<file path="config.mk">
export PLATFORM = sky130hd
export DESIGN_NAME = ctrl_multiciclo
export DESIGN_NICKNAME = d
export VERILOG_FILES = /design/src/rtl/ctrl_multiciclo.sv
export SDC_FILE = /design/constraint.sdc
export NUM_CORES = 1
export LEC_CHECK = 0
export ABC_AREA = 0
export CORE_UTILIZATION = 46
export DETAILED_ROUTE_END_ITERATION = 8
export GPL_ROUTABILITY_DRIVEN = 0
export PLACE_DENSITY = 0.77
export SLEW_MARGIN = 5
export SYNTH_ARGS = -nofsm -noshare
export SYNTH_HDL_FRONTEND = slang
export SYNTH_SLANG_ARGS = --single-unit
</file>
<file path="constraint.sdc">
create_clock -name clk -period 3.03 [get_ports clk]
set_input_delay 0.606 -clock clk [delete_from_list [all_inputs] [get_ports clk]]
set_output_delay 0.606 -clock clk [all_outputs]
set_load 0.01 [all_outputs]
</file>
<file path="src/rtl/ctrl_multiciclo.sv">
// Multicycle control FSM for the MIPS-subset datapath: sequences fetch/decode/execute/memory/writeback.
// Optional macro CTRL_PERF_EN adds free-running cycle_cnt/instr_cnt performance counters.
module ctrl_multiciclo #(
    parameter int TIMEOUT = 16
) (
    input  logic       clk,
    input  logic       rst_n,
    input  logic [5:0] opcode,
    input  logic [5:0] funct,
    input  logic       zero,
    input  logic       mem_ready,
    output logic       pc_wr,
    output logic       ir_wr,
    output logic       im_rd,
    output logic       seu_en,
    output logic       alu_src_b,
    output logic       rf_wr,
    output logic       dm_wr,
    output logic       dm_rd,
    output logic [1:0] dw_sel,
    output logic [1:0] rw_sel,
    output logic [1:0] next_pc_sel,
    output logic [3:0] alu_op,
    output logic [3:0] state,
    output logic       trap
`ifdef CTRL_PERF_EN
    ,
    output logic [31:0] cycle_cnt,
    output logic [31:0] instr_cnt
`endif
);

    localparam int CW = (TIMEOUT > 0) ? $clog2(TIMEOUT + 1) : 1;

    localparam logic [5:0] OP_RTYPE = 6'b000000;
    localparam logic [5:0] OP_ADDI  = 6'b001000;
    localparam logic [5:0] OP_ANDI  = 6'b001100;
    localparam logic [5:0] OP_ORI   = 6'b001101;
    localparam logic [5:0] OP_SLTI  = 6'b001010;
    localparam logic [5:0] OP_LW    = 6'b100011;
    localparam logic [5:0] OP_SW    = 6'b101011;
    localparam logic [5:0] OP_BEQ   = 6'b000100;
    localparam logic [5:0] OP_BNE   = 6'b000101;
    localparam logic [5:0] OP_J     = 6'b000010;
    localparam logic [5:0] OP_JAL   = 6'b000011;

    localparam logic [5:0] FN_ADD = 6'b100000;
    localparam logic [5:0] FN_SUB = 6'b100010;
    localparam logic [5:0] FN_AND = 6'b100100;
    localparam logic [5:0] FN_OR  = 6'b100101;
    localparam logic [5:0] FN_SLT = 6'b101010;
    localparam logic [5:0] FN_JR  = 6'b001000;

    localparam logic [3:0] ALU_AND = 4'b0000;
    localparam logic [3:0] ALU_OR  = 4'b0001;
    localparam logic [3:0] ALU_ADD = 4'b0010;
    localparam logic [3:0] ALU_SUB = 4'b0110;
    localparam logic [3:0] ALU_SLT = 4'b0111;

    typedef enum logic [3:0] {
        S_IDLE     = 4'd0,
        S_FETCH    = 4'd1,
        S_DECODE   = 4'd2,
        S_EXEC_R   = 4'd3,
        S_EXEC_I   = 4'd4,
        S_MEM_ADDR = 4'd5,
        S_MEM_RD   = 4'd6,
        S_MEM_WR   = 4'd7,
        S_WB       = 4'd8,
        S_BRANCH   = 4'd9,
        S_JUMP     = 4'd10,
        S_TRAP     = 4'd15
    } state_t;

    state_t        state_q, state_d;
    logic [CW-1:0] wait_q, wait_d;
    logic          waiting;
    logic          is_r;
    logic [3:0]    alu_r;
    logic [3:0]    alu_i;
    logic          seu_i;

    assign is_r    = (opcode == OP_RTYPE);
    assign waiting = (state_q == S_FETCH) || (state_q == S_MEM_RD) || (state_q == S_MEM_WR);

    always_comb begin
        alu_r = ALU_AND;
        case (funct)
            FN_ADD:  alu_r = ALU_ADD;
            FN_SUB:  alu_r = ALU_SUB;
            FN_AND:  alu_r = ALU_AND;
            FN_OR:   alu_r = ALU_OR;
            FN_SLT:  alu_r = ALU_SLT;
            default: alu_r = ALU_AND;
        endcase
        alu_i = ALU_ADD;
        case (opcode)
            OP_ANDI: alu_i = ALU_AND;
            OP_ORI:  alu_i = ALU_OR;
            OP_SLTI: alu_i = ALU_SLT;
            default: alu_i = ALU_ADD;
        endcase
        seu_i = !((opcode == OP_ANDI) || (opcode == OP_ORI));
    end

    always_comb begin
        state_d = state_q;
        case (state_q)
            S_IDLE:   state_d = S_FETCH;
            S_FETCH:  if (mem_ready) state_d = S_DECODE;
            S_DECODE: begin
                case (opcode)
                    OP_RTYPE: begin
                        case (funct)
                            FN_ADD, FN_SUB, FN_AND, FN_OR, FN_SLT: state_d = S_EXEC_R;
                            FN_JR:   state_d = S_JUMP;
                            default: state_d = S_TRAP;
                        endcase
                    end
                    OP_ADDI, OP_ANDI, OP_ORI, OP_SLTI: state_d = S_EXEC_I;
                    OP_LW, OP_SW:   state_d = S_MEM_ADDR;
                    OP_BEQ, OP_BNE: state_d = S_BRANCH;
                    OP_J, OP_JAL:   state_d = S_JUMP;
                    default:        state_d = S_TRAP;
                endcase
            end
            S_EXEC_R, S_EXEC_I: state_d = S_WB;
            S_WB:               state_d = S_FETCH;
            S_MEM_ADDR:         state_d = (opcode == OP_LW) ? S_MEM_RD : S_MEM_WR;
            S_MEM_RD, S_MEM_WR: if (mem_ready) state_d = S_FETCH;
            S_BRANCH, S_JUMP:   state_d = S_FETCH;
            S_TRAP:             state_d = S_TRAP;
            default:            state_d = S_TRAP;
        endcase

        // The TIMEOUT-th consecutive unanswered wait cycle traps; a ready in that cycle completes instead.
        if ((TIMEOUT != 0) && waiting && !mem_ready && (wait_q == CW'(TIMEOUT - 1)))
            state_d = S_TRAP;

        wait_d = wait_q;
        if (state_d != state_q)
            wait_d = '0;
        else if (waiting && !mem_ready)
            wait_d = wait_q + 1'b1;
    end

    always_ff @(posedge clk or negedge rst_n) begin
        if (!rst_n) begin
            state_q <= S_IDLE;
            wait_q  <= '0;
        end else begin
            state_q <= state_d;
            wait_q  <= wait_d;
        end
    end

    always_comb begin
        pc_wr       = 1'b0;
        ir_wr       = 1'b0;
        im_rd       = 1'b0;
        seu_en      = 1'b0;
        alu_src_b   = 1'b0;
        rf_wr       = 1'b0;
        dm_wr       = 1'b0;
        dm_rd       = 1'b0;
        dw_sel      = 2'b00;
        rw_sel      = 2'b00;
        next_pc_sel = 2'b00;
        alu_op      = 4'b0000;
        trap        = 1'b0;
        case (state_q)
            S_FETCH: begin
                im_rd = 1'b1;
                ir_wr = mem_ready;
            end
            S_EXEC_R: alu_op = alu_r;
            S_EXEC_I: begin
                alu_src_b = 1'b1;
                alu_op    = alu_i;
                seu_en    = seu_i;
            end
            S_WB: begin
                alu_src_b = !is_r;
                alu_op    = is_r ? alu_r : alu_i;
                seu_en    = !is_r && seu_i;
                rf_wr     = 1'b1;
                rw_sel    = is_r ? 2'b01 : 2'b00;
                pc_wr     = 1'b1;
            end
            S_MEM_ADDR, S_MEM_RD, S_MEM_WR: begin
                alu_op    = ALU_ADD;
                alu_src_b = 1'b1;
                seu_en    = 1'b1;
                if (state_q == S_MEM_RD) begin
                    dm_rd  = 1'b1;
                    rf_wr  = mem_ready;
                    dw_sel = mem_ready ? 2'b01 : 2'b00;
                    pc_wr  = mem_ready;
                end
                if (state_q == S_MEM_WR) begin
                    dm_wr = 1'b1;
                    pc_wr = mem_ready;
                end
            end
            S_BRANCH: begin
                alu_op = ALU_SUB;
                pc_wr  = 1'b1;
                if (((opcode == OP_BEQ) && zero) || ((opcode == OP_BNE) && !zero))
                    next_pc_sel = 2'b01;
            end
            S_JUMP: begin
                pc_wr       = 1'b1;
                next_pc_sel = is_r ? 2'b11 : 2'b10;
                if (opcode == OP_JAL) begin
                    rf_wr  = 1'b1;
                    rw_sel = 2'b10;
                    dw_sel = 2'b10;
                end
            end
            S_TRAP:  trap = 1'b1;
            default: ;
        endcase
    end

    assign state = state_q;

`ifdef CTRL_PERF_EN
    logic [31:0] cycle_cnt_q;
    logic [31:0] instr_cnt_q;

    always_ff @(posedge clk or negedge rst_n) begin
        if (!rst_n) begin
            cycle_cnt_q <= '0;
            instr_cnt_q <= '0;
        end else begin
            if ((state_q != S_IDLE) && (state_q != S_TRAP))
                cycle_cnt_q <= cycle_cnt_q + 32'd1;
            if (pc_wr)
                instr_cnt_q <= instr_cnt_q + 32'd1;
        end
    end

    assign cycle_cnt = cycle_cnt_q;
    assign instr_cnt = instr_cnt_q;
`endif

endmodule

</file>
==> impl_metrics.csv <==
group,metric,value,unit
run_status,outcome,"complete, no violations",
yosys,yosysTopAreaCell,"dfrtp_1",
clock_tree,cts_htree_levels,1,
route,dr.pass1.iters,4,
yosys,seq_area_frac_synth,0.190,
cells_and_area,fin_area,0.00170,mm^2
cells_and_area,drive_above_1_share,0.222,
placement,portBuffers,37,
floorplanning,die_y,52.7,um
clock_tree,cts_hold_buf,0,
cells_and_area,fillers,203,
worst_setup_path,cp_cell_sequence,"buf_6 > or4_4 > nor2_4 > a31oi_2 > or4b_4 > o221ai_2 > buf_2",
power_and_ir_drop,cellPowerDensity,172,mW/mm^2
clock_tree,clk_transition_reported_paths,70,ps
timing,fin_hold_ws,573,ps
route,post_drt_via_cell_ratio,5.99,
power_and_ir_drop,p_leak,0.726,nW
power_and_ir_drop,power_frac_comb,0.240,
placement,dp_hpwl,2.83,mm
route,num_vias,1449,
run,maxCapViolCount,0,
worst_setup_path,crit_fanout,3,
placement,dpl-instance-area,0.00167,mm^2
power_and_ir_drop,p_sw,0.0000843,W
timing,finalHoldViolations,0,
grt,gr-total-overflow,0,
worst_setup_path,cpPeakStageDelay,540,ps
clock_tree,clock-sinks,9,
yosys,synth_area_leaders,"dfrtp_1, nand2_1, nor2_1",
yosys,yosysUniqueCellTypes,57,
worst_setup_path,start_kind,"input port",
grt,antenna_found_initial,0,
power_and_ir_drop,irDropWorstVdd,154,uV
cells_and_area,fin_cells,242,
worst_setup_path,worstSetupPathType,"in2out",
clock_tree,cts_buffer_depth,2,
grt,grt_max_degree,19,
route,totalWireLength,3.65,mm
timing,fin_crit,2960,ps
yosys,synth_ff_type,"dfrtp_1",
worst_setup_path,r2r-start,"state[3]",
floorplanning,fp-row-count,18,
worst_setup_path,crit_slowest_cell,"or4_4",
min_path,hp-start,"wait_q[3]",
grt,grt_use_total,0.291,
cells_and_area,syn_to_final_growth,43.8,%
yosys,synth_edf_count,0,
clock_tree,insertion_delay,270,ps
grt,met1_usage,0.358,
timing,finalCritPeriodShare,0.977,
cells_and_area,multi_input_area,887,um^2
yosys,synth_seq_cells,9,
power_and_ir_drop,clock_power_share,0.349,
cells_and_area,seq_area,225,um^2
route,drt_iter0_markers,51,
power_and_ir_drop,p_sw_frac,0.288,
cells_and_area,diodes,0,
clock_tree,cts_buffers,3,
yosys,netlist_area,0.00118,mm^2
grt,grt_pass1_vias,1365,
yosys,avgSynthCellArea,7.44,um^2
grt,grt_pass1_wl,6.08,mm
floorplanning,core,0.00245,mm^2
floorplanning,start_util,0.482,
grt,met2_usage,0.515,
yosys,synth_top_area_share,0.190,
clock_tree,cts_tree,"done",
grt,grt_use_met3,0.0319,
power_and_ir_drop,p_int,0.000208,W
worst_setup_path,r2r-end,"wait_q[4]",
clock_tree,cts_root_buf,"clkbuf_4",
worst_setup_path,end_kind,"output pin",
yosys,async_reset_ff_frac,1.00,
worst_setup_path,crit_arrival,2350,ps
power_and_ir_drop,seqPwrFrac,0.411,
timing,max_freq,338,MHz
route,wl_per_cell,15.1,um
floorplanning,ios,39,
grt,busiest_layer,"met2",
yosys,synth_cells,159,
floorplanning,die_area,0.00278,mm^2
min_path,min_path_cells,2,
floorplanning,fp.dieW,52.7,um
placement,placedCellCount,237,
route,drc,0,
yosys,synth.net_count,177,
timing,final.setup_skew,0.606,ps
yosys,yosys_warnings,0,
timing,slew_viol_final,0,
cells_and_area,fin_nets,231,
worst_setup_path,r2r_slack,800,ps
worst_setup_path,required,2420,ps
route,ant_nets,0,
timing,grt_setup_unrepaired,"no",
min_path,hold_class,"reg2reg",
timing,finalSetupViolCount,0,
worst_setup_path,reg2regPathDepth,5,
min_path,hold_path_end,"wait_q[3]",
-- cell usage after synthesis (3+ instances only) --
library cell / count
a21boi_0: 3
a31oi_1: 6
and2_1: 3
dfrtp_1: 9
inv_1: 6
nand2_1: 21
nand2b_1: 5
nand3_1: 4
nand4b_1: 3
nor2_1: 16
nor2b_1: 4
nor3_1: 4
nor4_1: 7
o211ai_1: 3
o21ai_0: 4
o21ai_1: 3
xnor2_1: 3
-- worst max-delay path: cells and delay by family --
kind	cells	cell delay (ps)
AND/OR/NAND/NOR	3	1190
buffers and inverters	2	250
AO/OA/AOI/OAI	2	310
-- through the flow --
stage               setup WS (ps)  utilization  TNS, ps  power [W]
floorplan                     205            -        0   0.000151
global placement             -606        0.681    -2660   0.000189
detailed placement           -680        0.681    -3070   0.000192
CTS                          7.53        0.686        0   0.000291
global route                 11.8        0.693        0   0.000306
finish                       69.7        0.693        0   0.000292
-- how the worst max path moves through the flow --
stage	startpoint	end	cells past startpoint
3_5_place_dp	opcode[0]	alu_op[1]	7
4_1_cts	opcode[5]	alu_op[1]	7
6_report	opcode[1]	alu_op[1]	7
2_1_floorplan	opcode[0]	alu_op[0]	6
3_3_place_gp	opcode[0]	alu_op[1]	7
5_1_grt	opcode[0]	alu_op[1]	7
-- flip-flops by register name (all words and copies together), names as in the netlist --
name / count
wait_q: 5
state: 4
-- repair_timing --
action,CTS,global route
pin swaps,6,6
gates resized for setup,35,4
setup buffers,1,0
endpoints found under the setup margin,10,3
-- kinds of logic after synthesis --
group,Yosys count,share of synthesized area
AO/OA/AOI/OAI,36,0.216
adder cells (fa/ha/maj),2,0.0211
multiplexers,3,0.0264
AND/OR/NAND/NOR,88,0.429
buffers and inverters,15,0.0772
other,1,0.00317
XOR/XNOR,5,0.0370
flip-flops,9,0.190
-- power groups by stage --
stage | Clock [W] | Combinational (W) | Sequential (W)
final | 0.000102 | 0.0000701 | 0.000120
after floorplan | 0 | 0.0000289 | 0.000122
after global routing | 0.000110 | 0.0000763 | 0.000120
after detailed placement | 0 | 0.0000692 | 0.000122
after CTS | 0.000102 | 0.0000689 | 0.000120
after global placement | 0 | 0.0000670 | 0.000122
-- area by class of cell --
cell class                 instances  area share
sequential                         9       0.132
tap                               30      0.0221
timing repair buffer              58       0.296
clock buffer                       4      0.0154
inverter                           6      0.0132
multi-input combinational        135       0.521
-- per-layer routing --
layer | vias to the layer above | wire [um] | part of all wire
met5 | - | 0 | 0
met3 | 13 | 250 | 0.069
li1 | 692 | - | -
met1 | 668 | 1490 | 0.41
met2 | 76 | 1830 | 0.50
met4 | 0 | 76 | 0.021
-- cell usage in the layout (no fill, tap or decap), drive strengths merged, types with 5 or more instances in the layout --
cell	synthesis	routed
nand2b	5	5
buf	5	27
inv	6	6
clkdlybuf4s50	0	23
dfrtp	9	9
nor2	17	17
nand2	21	21
dlygate4sd2	0	5
o21ai	7	7
a31oi	6	6
nor4	7	7
Power figures use the tool's default switching activity.
